## config.mk

```make
export PLATFORM = sky130hd
export DESIGN_NAME = ieee754_sub_seq_flat
export DESIGN_NICKNAME = d
export VERILOG_FILES = /design/src/rtl/ieee754_sub_seq_pkg.sv /design/src/rtl/ieee754_sub_seq_if.sv /design/src/rtl/ieee754_sub_seq_unpack.sv /design/src/rtl/ieee754_sub_seq.sv /design/src/flat_wrapper.sv
export SDC_FILE = /design/constraint.sdc
export NUM_CORES = 1
export LEC_CHECK = 0
export BUFFER_PORTS_ARGS = -buffer_cell sky130_fd_sc_hd__clkbuf_2
export CORE_AREA = 2 2 126 219
export CTS_BUF_LIST = sky130_fd_sc_hd__clkbuf_4 sky130_fd_sc_hd__clkbuf_8 sky130_fd_sc_hd__clkbuf_16
export DETAILED_ROUTE_END_ITERATION = 10
export DIE_AREA = 0 0 128 221
export HOLD_SLACK_MARGIN = 0.15
export PLACE_DENSITY_LB_ADDON = 0.12
export SYNTH_ARGS = -nofsm -noshare
export SYNTH_HDL_FRONTEND = slang
export SYNTH_SLANG_ARGS = --single-unit
export TNS_END_PERCENT = 10
```

## constraint.sdc

```tcl
create_clock -name clk -period 5.3 [get_ports clk]
set_input_delay 1.06 -clock clk [delete_from_list [all_inputs] [get_ports clk]]
set_output_delay 1.06 -clock clk [all_outputs]
set_load 0.02 [all_outputs]
```

## src/rtl/ieee754_sub_seq_pkg.sv

```systemverilog
// Shared single-precision field definitions, constants and types for the
// FP add/subtract datapath.
package ieee754_sub_seq_pkg;

  localparam int SIGN_W = 1;
  localparam int EXP_W  = 8;
  localparam int MANT_W = 23;
  localparam int MAG_W  = 27;
  localparam int BIAS   = 127;

  localparam logic [31:0] QNAN       = 32'h7FC00000;
  localparam logic [31:0] POS_INF    = 32'h7F800000;
  localparam logic [31:0] MAX_FINITE = 32'h7F7FFFFF;

  typedef enum logic [2:0] {
    ST_IDLE,
    ST_ALIGN,
    ST_ADD,
    ST_NORM,
    ST_PACK,
    ST_DONE
  } state_t;

  typedef enum logic [2:0] {
    CLS_ZERO,
    CLS_DENORM,
    CLS_NORMAL,
    CLS_INF,
    CLS_NAN
  } op_class_t;

  // mag = {hidden, mantissa[22:0], guard[2:0]}
  typedef struct packed {
    logic                 sign;
    logic [EXP_W-1:0]     exp;
    logic [MAG_W-1:0]     mag;
  } unpacked_t;

endpackage

```

## src/rtl/ieee754_sub_seq_if.sv

```systemverilog
// Operand/result handshake bundle for the sequential subtractor.
interface ieee754_sub_seq_if;
  logic [31:0] a;
  logic [31:0] b;
  logic        in_valid;
  logic        in_ready;
  logic [31:0] z;
  logic        out_valid;
  logic        out_ready;
  logic        busy;

  modport master (
    output a, b, in_valid, out_ready,
    input  in_ready, z, out_valid, busy
  );

  modport slave (
    input  a, b, in_valid, out_ready,
    output in_ready, z, out_valid, busy
  );
endinterface

```

## src/rtl/ieee754_sub_seq_unpack.sv

```systemverilog
// Classifies one single-precision operand and expands it to sign/exp/27-bit
// magnitude; denormals are flushed to a signed zero.
module ieee754_unpack
  import ieee754_sub_seq_pkg::*;
(
  input  logic [31:0] op,
  output unpacked_t   u,
  output op_class_t   cls
);

  logic [EXP_W-1:0]  exp_field;
  logic [MANT_W-1:0] mant_field;

  assign exp_field  = op[MANT_W +: EXP_W];
  assign mant_field = op[MANT_W-1:0];

  always_comb begin
    u   = '{sign: op[31], exp: exp_field, mag: {1'b1, mant_field, 3'b000}};
    cls = CLS_NORMAL;
    if (exp_field == '0) begin
      u.exp = '0;
      u.mag = '0;
      cls   = (mant_field == '0) ? CLS_ZERO : CLS_DENORM;
    end else if (exp_field == '1) begin
      cls = (mant_field == '0) ? CLS_INF : CLS_NAN;
    end
  end

endmodule

```

## src/rtl/ieee754_sub_seq.sv

```systemverilog
// Multi-cycle single-precision subtractor Z = A - B: bit-serial alignment and
// normalisation, truncating (round-toward-zero) result packing.
module ieee754_sub_seq
  import ieee754_sub_seq_pkg::*;
#(
  parameter int ALIGN_MAX = 26
) (
  input  logic              clk,
  input  logic              rst,
  ieee754_sub_seq_if.slave  bus
);

  logic [31:0] ops [2];
  unpacked_t   up  [2];
  op_class_t   cls [2];

  // B enters with its sign inverted so the datapath only ever adds signed values
  assign ops[0] = bus.a;
  assign ops[1] = {~bus.b[31], bus.b[30:0]};

  genvar gi;
  generate
    for (gi = 0; gi < 2; gi++) begin : g_unpack
      ieee754_unpack u_unpack (
        .op  (ops[gi]),
        .u   (up[gi]),
        .cls (cls[gi])
      );
    end
  endgenerate

  state_t      state_reg;
  logic        in_ready_reg, out_valid_reg, busy_reg;
  logic [31:0] z_reg, zspec_reg;
  logic        special_reg;
  logic        sx_reg, sy_reg;
  logic [8:0]  ex_reg;
  logic [26:0] mx_reg, my_reg;
  logic [7:0]  diff_reg;
  logic [27:0] sum_reg;

  logic        a_larger, any_nan, inf_a, inf_b, is_special;
  unpacked_t   x_op, y_op;
  logic [7:0]  exp_diff, d_cap;
  logic [31:0] spec_z, packed_z;
  logic [27:0] sum_comb;

  assign a_larger = {up[0].exp, up[0].mag} >= {up[1].exp, up[1].mag};
  assign x_op     = a_larger ? up[0] : up[1];
  assign y_op     = a_larger ? up[1] : up[0];
  assign exp_diff = x_op.exp - y_op.exp;
  assign d_cap    = (exp_diff > 8'(ALIGN_MAX)) ? 8'(ALIGN_MAX) : exp_diff;

  assign any_nan    = (cls[0] == CLS_NAN) || (cls[1] == CLS_NAN);
  assign inf_a      = (cls[0] == CLS_INF);
  assign inf_b      = (cls[1] == CLS_INF);
  assign is_special = any_nan || inf_a || inf_b;

  always_comb begin
    spec_z = QNAN;
    if (!any_nan && !(inf_a && inf_b && (up[0].sign != up[1].sign))) begin
      spec_z = inf_a ? {up[0].sign, POS_INF[30:0]} : {up[1].sign, POS_INF[30:0]};
    end
  end

  assign sum_comb = (sx_reg == sy_reg) ? ({1'b0, mx_reg} + {1'b0, my_reg})
                                       : ({1'b0, mx_reg} - {1'b0, my_reg});

  // Zero result is always +0; a sub-normal result flushes to signed zero
  always_comb begin
    packed_z = {sx_reg, ex_reg[7:0], sum_reg[25:3]};
    if (sum_reg == '0) begin
      packed_z = 32'h0;
    end else if (ex_reg > 9'd254) begin
      packed_z = {sx_reg, MAX_FINITE[30:0]};
    end else if (!sum_reg[26]) begin
      packed_z = {sx_reg, 31'h0};
    end
  end

  always_ff @(posedge clk) begin
    if (rst) begin
      state_reg     <= ST_IDLE;
      in_ready_reg  <= 1'b1;
      out_valid_reg <= 1'b0;
      busy_reg      <= 1'b0;
      z_reg         <= 32'h0;
      zspec_reg     <= 32'h0;
      special_reg   <= 1'b0;
      sx_reg        <= 1'b0;
      sy_reg        <= 1'b0;
      ex_reg        <= '0;
      mx_reg        <= '0;
      my_reg        <= '0;
      diff_reg      <= '0;
      sum_reg       <= '0;
    end else begin
      unique case (state_reg)
        ST_IDLE: begin
          if (bus.in_valid && in_ready_reg) begin
            in_ready_reg <= 1'b0;
            busy_reg     <= 1'b1;
            sx_reg       <= x_op.sign;
            sy_reg       <= y_op.sign;
            ex_reg       <= {1'b0, x_op.exp};
            mx_reg       <= x_op.mag;
            my_reg       <= y_op.mag;
            diff_reg     <= d_cap;
            special_reg  <= is_special;
            zspec_reg    <= spec_z;
            state_reg    <= is_special ? ST_PACK : ST_ALIGN;
          end
        end
        ST_ALIGN: begin
          if (diff_reg == '0) begin
            state_reg <= ST_ADD;
          end else begin
            my_reg   <= {1'b0, my_reg[26:2], my_reg[1] | my_reg[0]};
            diff_reg <= diff_reg - 8'd1;
            if (diff_reg == 8'd1) state_reg <= ST_ADD;
          end
        end
        ST_ADD: begin
          sum_reg   <= sum_comb;
          state_reg <= (sum_comb == '0) ? ST_PACK : ST_NORM;
        end
        ST_NORM: begin
          // Leave on the same edge as the last shift so each shift costs one cycle
          if (sum_reg[27]) begin
            sum_reg   <= {1'b0, sum_reg[27:2], sum_reg[1] | sum_reg[0]};
            ex_reg    <= ex_reg + 9'd1;
            state_reg <= ST_PACK;
          end else if (sum_reg[26] || ex_reg <= 9'd1) begin
            state_reg <= ST_PACK;
          end else begin
            sum_reg <= {sum_reg[26:0], 1'b0};
            ex_reg  <= ex_reg - 9'd1;
            if (sum_reg[25] || ex_reg == 9'd2) state_reg <= ST_PACK;
          end
        end
        ST_PACK: begin
          z_reg         <= special_reg ? zspec_reg : packed_z;
          out_valid_reg <= 1'b1;
          state_reg     <= ST_DONE;
        end
        ST_DONE: begin
          if (bus.out_ready) begin
            out_valid_reg <= 1'b0;
            in_ready_reg  <= 1'b1;
            busy_reg      <= 1'b0;
            state_reg     <= ST_IDLE;
          end
        end
        default: state_reg <= ST_IDLE;
      endcase
    end
  end

  assign bus.in_ready  = in_ready_reg;
  assign bus.out_valid = out_valid_reg;
  assign bus.busy      = busy_reg;
  assign bus.z         = z_reg;

endmodule
```

## src/flat_wrapper.sv

```systemverilog
// flat-port wrapper written by rule: the top's interface ports become plain ports
module ieee754_sub_seq_flat import ieee754_sub_seq_pkg::*;
#(
  parameter int ALIGN_MAX = 26
)
  (clk, rst, bus_a, bus_b, bus_in_valid, bus_out_ready, bus_in_ready, bus_z, bus_out_valid, bus_busy);
  ieee754_sub_seq_if bus_i ();
  input  logic clk;
  input  logic rst;
  input wire logic [$bits(bus_i.a)-1:0] bus_a;
  input wire logic [$bits(bus_i.b)-1:0] bus_b;
  input wire logic [$bits(bus_i.in_valid)-1:0] bus_in_valid;
  input wire logic [$bits(bus_i.out_ready)-1:0] bus_out_ready;
  output wire logic [$bits(bus_i.in_ready)-1:0] bus_in_ready;
  output wire logic [$bits(bus_i.z)-1:0] bus_z;
  output wire logic [$bits(bus_i.out_valid)-1:0] bus_out_valid;
  output wire logic [$bits(bus_i.busy)-1:0] bus_busy;
  assign bus_i.a = bus_a;
  assign bus_i.b = bus_b;
  assign bus_i.in_valid = bus_in_valid;
  assign bus_i.out_ready = bus_out_ready;
  assign bus_in_ready = bus_i.in_ready;
  assign bus_z = bus_i.z;
  assign bus_out_valid = bus_i.out_valid;
  assign bus_busy = bus_i.busy;
  ieee754_sub_seq #(.ALIGN_MAX(ALIGN_MAX)) u_core (.clk(clk), .rst(rst), .bus(bus_i));
endmodule
```

==> flow_metrics.tcl, run 1 <==
set metrics [dict create \
    outcome "complete, no violations" \
    dieArea_um2 28300 \
    start_util 0.393 \
    synth_ff_type "dfxtp_1" \
    ys_async_sr_fraction 0 \
    max-cap-violations 0 \
    synthesis.area_um2 10400 \
    whs_path_depth 2 \
    drc_errors 0 \
    synth_top_area_frac 0.269 \
    pre_cts_slack_ns -0.234 \
    pwr-share-seq 0.239 \
    vias 11000 \
    hold_class "flip-flop to flip-flop" \
    synth.distinct_cells 70 \
    ant_nets 0 \
    r2r_cells 20 \
    syn_avg_cell_area_um2 7.18 \
    drive_gt1_frac 0.192 \
    dieWidth_um 128 \
    peakVddDrop_mv 0.275 \
    switching_share 0.449 \
    powerDensity_nw_per_um2 508 \
    reg2reg_slack_ns 0.16 \
    net-switching-power_mw 2.91 \
    final_area_um2 12800 \
    port_buffers 102 \
    final_hold_viol_count 0 \
    syn_to_final_growth_pct 22.4 \
    htree_num_levels 4 \
    diodes 0 \
    period_minus_slack_ns 5.14 \
    clock_sinks 140 \
    leakagePower_nw 5.41 \
    drtPass1Iterations 7 \
    start_kind "flip-flop" \
    timing.fmax_mhz 195 \
    worstSkewPairLatency_ns 0.44 \
    place_hpwl_mm 25.7 \
    largest_register_ffs 32 \
    layout.nets 1732 \
    critPathArrivalTime_ns 5.49 \
    path_clk_slew_ns 0.06 \
    place_area_um2 12000 \
    ys_top_cells_by_area "dfxtp_1 (27%), a21oi_1 (8.0%), ha_1 (7.7%)" \
    combinationalPowerShare 0.558 \
    postSynthCellCount 1451 \
    drt_iter0_drc 886 \
    setup.worst_path.end_class "flip-flop" \
    path_class "flip-flop to flip-flop" \
    crit_path_max_fanout 4 \
    p_int_mw 3.57 \
    synthMostInstantiatedCell "nor2_1" \
    synth_edf_count 0 \
    rows 79 \
    finalMaxSlewViolations 0 \
    synth_top_family_by_area "compound AO/OA/AOI/OAI gates" \
    setup_violations 0 \
    synth_top_area_cell "dfxtp_1" \
    synth_common_cells "nor2_1 (173), a21oi_1 (167), nand2_1 (167)" \
    root_buffer "clkbuf_16" \
    utilization 0.481 \
    worstHoldEndpoint "u_core.bus.busy" \
    antenna_found_initial 0 \
    synth_compound_area_frac 0.285 \
    synthXorXnorAreaFrac 0.0471 \
    wl_per_cell_um 17.1 \
    fin_tns_setup_ns 0 \
    fin_skew_ns 0.00857 \
    yosysWarningCount 0 \
    gp_congestion 0.919 \
    r2r-start "u_core.my_reg[8]" \
    syn-num-nets 1584 \
    core_area_um2 26500 \
    grt_overflow 0 \
    worst_slew_pin_slew_ns 1.02 \
    wl_mm 33.0 \
    crit_required_ns 5.65 \
    grt_max_degree 81 \
    setup_slack_ns 0.161 \
    finalPower_mw 6.47 \
    yosysSeqAreaShare 0.269 \
    synthMuxAreaShare 0.00492 \
    rsz0062_at_grt "yes" \
    grt_pass1_vias 10400 \
    synth_seq_cells 140 \
    slew_headroom 0.313 \
    synth-simple-area-share 0.261 \
    grt_usage 0.232 \
    synth-adder-area-share 0.0788 \
    numCtsBuffers 17 \
    grt_pass1_wl_mm 53.3 \
    r2r_end "u_core.state_reg[2]" \
    p_clk_frac 0.203 \
    io_pins 103 \
    ctsLongestPathBuffers 2 \
    die_y_um 221 \
    post-route-period-util 0.970 \
    hold_path.startpoint "u_core.bus.busy" \
    cts_tree "yes" \
    avgViaCountPerCell 5.67 \
]
## power by group through the flow
stage	Clock [mW]	Sequential (mW)	Combinational (mW)
floorplan	0	1.46	2.52
detailed placement	0	1.56	3.49
CTS	1.34	1.54	3.51
finish	1.32	1.55	3.61
global placement	0	1.55	3.46
global route	1.38	1.58	4.05
## critical path: stages, from the launching register on
cell and delay, ns:
dfxtp_1 0.31, or4_4 0.54, or3_4 0.37, or4_4 0.43, buf_4 0.17, nor4_4 0.29, buf_4 0.18, a21oi_1 0.06
xor2_1 0.15, ha_1 0.34, buf_4 0.15, a21oi_2 0.11, a31o_2 0.12, o21ai_2 0.08, a311oi_2 0.28, xnor2_1 0.16
or4b_4 0.57, nor4_4 0.26, buf_4 0.16, o211ai_1 0.09, a211oi_2 0.24
## cells by family (layout without fill, tap and decap cells)
kind of cell,count (synthesis),count (layout)
AND/OR/NAND/NOR,580,580
AO/OA/AOI/OAI,456,456
buffers and inverters,149,310
flip-flops,140,140
adder cells (fa/ha/maj),65,65
XOR/XNOR,56,56
multiplexers,5,5
## layout make-up
cell class                      instances  area (um^2)
Clock buffer                           22          488
Tap cell                              324          405
Sequential cell                       140         2800
Clock inverter                         10          161
Fill cell                            2780        13700
Multi-Input combinational cell       1162         7220
Timing Repair Buffer                  236         1520
Inverter                               42          158
## how the worst max path moves through the flow
stage / start / to / slack, ns / cells after the start
6_report: u_core.my_reg[8] / u_core.state_reg[2] / 0.16 / 20
5_1_grt: u_core.my_reg[8] / u_core.state_reg[2] / -0.03 / 20
4_1_cts: u_core.my_reg[8] / u_core.state_reg[2] / 0.03 / 20
3_5_place_dp: bus_a[24] / u_core.diff_reg[1] / -0.23 / 21
2_1_floorplan: bus_a[24] / u_core.diff_reg[0] / 0.02 / 20
3_3_place_gp: bus_a[24] / u_core.diff_reg[1] / -0.18 / 19
## layout by cell type (no fill, tap or decap), drive strengths merged, types with 7 or more instances in the layout
master    n
nand2   167
a31oi    12
nor4     33
o31ai    11
a311oi   24
a211oi   24
nor2    173
nand2b    7
and3      8
a22oi    11
nor3     69
a221oi   28
inv      41
o211ai   55
dfxtp   140
and2     29
clkbuf  123
clkinv    7
nand4    21
ha       64
xnor2    31
a21o     18
xor2     25
o21ai    64
nor2b     9
buf     135
nand3    41
a21oi   167
## routing by layer
layer / wire [um] / global-route usage
met1: 14200 / 0.279
met2: 17100 / 0.418
met3: 863 / 0.0239
met4: 894 / 0.0893
met5: 0 / 0
## metrics by stage
step                hold slack [ns]  instances
global route                  0.498       1936
global placement              0.438       1899
floorplan                     0.436       1451
CTS                           0.457       1931
finish                        0.454       1936
detailed placement            0.443       1899
## timing repair
action	CTS	global route
gates resized for setup	2	17
pin swaps	0	5
setup endpoints to repair	2	8
buffers inserted	0	5
hold buffers	0	0
(Power assumes the default switching activity.)
==> inputs of run 2 (changes only) <==
- clock period: 5.3 -> 5.71 ns (I/O delays scaled with it)
==> run 2 against run 1 <==
Flip-flop and latch count is the same. Clock skew shrank 0.0030 ns. Critical path depth shrank 3. Via count fell by 2.5%. Die area stayed put. Highest routed layer unchanged. Largest power group unchanged. Largest cell class unchanged. Critical endpoint unchanged.
==> flow_metrics.tcl, run 2 (same netlist as run 1, synthesis figures left out) <==
set metrics [dict create \
    place_inst 1837 \
    period_minus_slack_ns 5.43 \
    peakVddDrop_mv 0.243 \
    stdcell_count 1870 \
    drt_iter0_drc 707 \
    vias 10700 \
    grt_usage 0.228 \
    setup.worst_path.end_class "flip-flop" \
    root_buffer "clkbuf_16" \
    slew_headroom 0.318 \
    powerDensity_nw_per_um2 463 \
    switching_share 0.475 \
    port_buffers 102 \
    cts_tree "yes" \
    start_util 0.393 \
    layout_commonest_cell "nor2_1" \
    layout.nets 1666 \
    grt_pass1_wl_mm 52.2 \
    crit_buf_inv 0 \
    wl_per_cell_um 17.2 \
    slowest_stage "or4b_2" \
    fin_skew_ns 0.00555 \
    net-switching-power_mw 2.66 \
    final_hold_viol_count 0 \
    gp_congestion 0.927 \
    rows 79 \
    wl_mm 32.2 \
    dieArea_um2 28300 \
    whs_ns 0.452 \
    finalPower_mw 5.60 \
    crit_path_max_fanout 7 \
    io_pins 103 \
    diodes 0 \
    grt_max_degree 72 \
    ctsLongestPathBuffers 2 \
    path_clk_slew_ns 0.06 \
    drive_gt1_frac 0.149 \
    final_cell_mix "nor2_1 (172), nand2_1 (167), a21oi_1 (167)" \
    worstSkewPairLatency_ns 0.44 \
    antenna_found_initial 0 \
    grt_overflow 0 \
    worst_slew_pin_slew_ns 1.01 \
    syn_to_final_growth_pct 15.9 \
    pwr-share-seq 0.258 \
    die_y_um 221 \
    rsz0062_at_grt "no" \
    largest_register_ffs 32 \
    crit_path_cell_trace "or4_4, or3_4, or4_4, nor4_2, a21oi_1, xor2_1, ha_1, or2_2, a21oi_1, a31o_2, o21ai_2, a311oi_1, xnor2_1, or4b_2, nor4_4, o211ai_1, a211oi_2" \
    avgViaCountPerCell 5.72 \
    critPathTopFamily "simple AND/OR/NAND/NOR gates" \
    slowest_delay_ns 0.70 \
    core_area_um2 26500 \
    drtPass1Iterations 5 \
    finalMaxSlewViolations 0 \
    path_class "flip-flop to flip-flop" \
    combinationalPowerShare 0.558 \
    outcome "complete, no violations" \
    numCtsBuffers 17 \
    dieWidth_um 128 \
    drc_errors 0 \
    timing.fmax_mhz 184 \
    start_kind "flip-flop" \
    p_clk_frac 0.185 \
    htree_num_levels 4 \
    crit_required_ns 6.07 \
    leakagePower_nw 5.01 \
    post-route-period-util 0.951 \
    hold_class "flip-flop to flip-flop" \
    grt_pass1_vias 9923 \
    ant_nets 0 \
    max-cap-violations 0 \
    clock_sinks 140 \
    critPathArrivalTime_ns 5.79 \
    place_hpwl_mm 25.0 \
    setup_violations 0 \
    p_int_mw 2.94 \
]
## run 2: changes by cell type in the layout (fill, tap and decap cells not counted), sizes merged
| cell | change |
|---|---|
| buf | -66 |
| clkinvlp | +7 |
| inv | +5 |
| bufinv | -4 |
| clkbuf | -4 |
| clkinv | -4 |
## run 2: worst register-to-register path: stages, from the launching register on
cell	delay [ns]
dfxtp_1	0.37
or4_4	0.57
or3_4	0.36
or4_4	0.47
nor4_2	0.39
a21oi_1	0.14
xor2_1	0.16
ha_1	0.29
or2_2	0.29
a21oi_1	0.17
a31o_2	0.14
o21ai_2	0.09
a311oi_1	0.35
xnor2_1	0.15
or4b_2	0.70
nor4_4	0.35
o211ai_1	0.14
a211oi_2	0.23
## run 2: final timing paths
check | startpoint | slack, ns | endpoint | cells after the start
worst min-delay path | u_core.bus.busy | 0.45 | u_core.bus.busy | 2
worst max register to register | u_core.my_reg[8] | 0.28 | u_core.state_reg[2] | 17
worst min register to register | u_core.bus.busy | 0.45 | u_core.bus.busy | 2
worst max-delay path | u_core.my_reg[8] | 0.28 | u_core.state_reg[2] | 17
## run 2: metal layers
layer / global-route usage / up-vias / share of wire
met3: 0.0230 / 43 / 0.028
met2: 0.403 / 210 / 0.51
met4: 0.0822 / 0 / 0.026
met5: 0 / - / 0
li1: - / 5490 / -
met1: 0.283 / 4947 / 0.43
## run 2: power by group through the flow
stage | Clock (mW) | Sequential, mW | Combinational, mW
after CTS | 1.06 | 1.44 | 3.11
after detailed placement | 0 | 1.46 | 3.09
after global routing | 1.09 | 1.48 | 3.51
final | 1.03 | 1.44 | 3.12
after global placement | 0 | 1.46 | 3.07
after floorplan | 0 | 1.36 | 2.33
## run 2: per-stage QoR
stage               cell area, um^2  worst slack (ns)  setup TNS (ns)   util
finish                        12100             0.277               0  0.456
global route                  12100            0.0157               0  0.456
CTS                           12000             0.128               0  0.455
detailed placement            11500            -0.300           -1.45  0.434
global placement              11500            -0.226           -1.05  0.434
floorplan                     10400             0.133               0      -
## run 2: repair_timing
item / 4_1_cts / 5_1_grt
gates resized for setup: 1 / 4
buffers inserted: 0 / 1
hold buffers: 0 / 0
pin swaps: 0 / 1
cloned: 0 / 0
setup endpoints to repair: 1 / 8
## run 2: layout make-up
class	count	area (um^2)
multi-input cells	1162	7120
clock inverters	14	110
clock buffers	18	439
fillers	2803	14400
flip-flops and latches	140	2800
well taps	324	405
repair buffers	170	1040
inverters	42	158
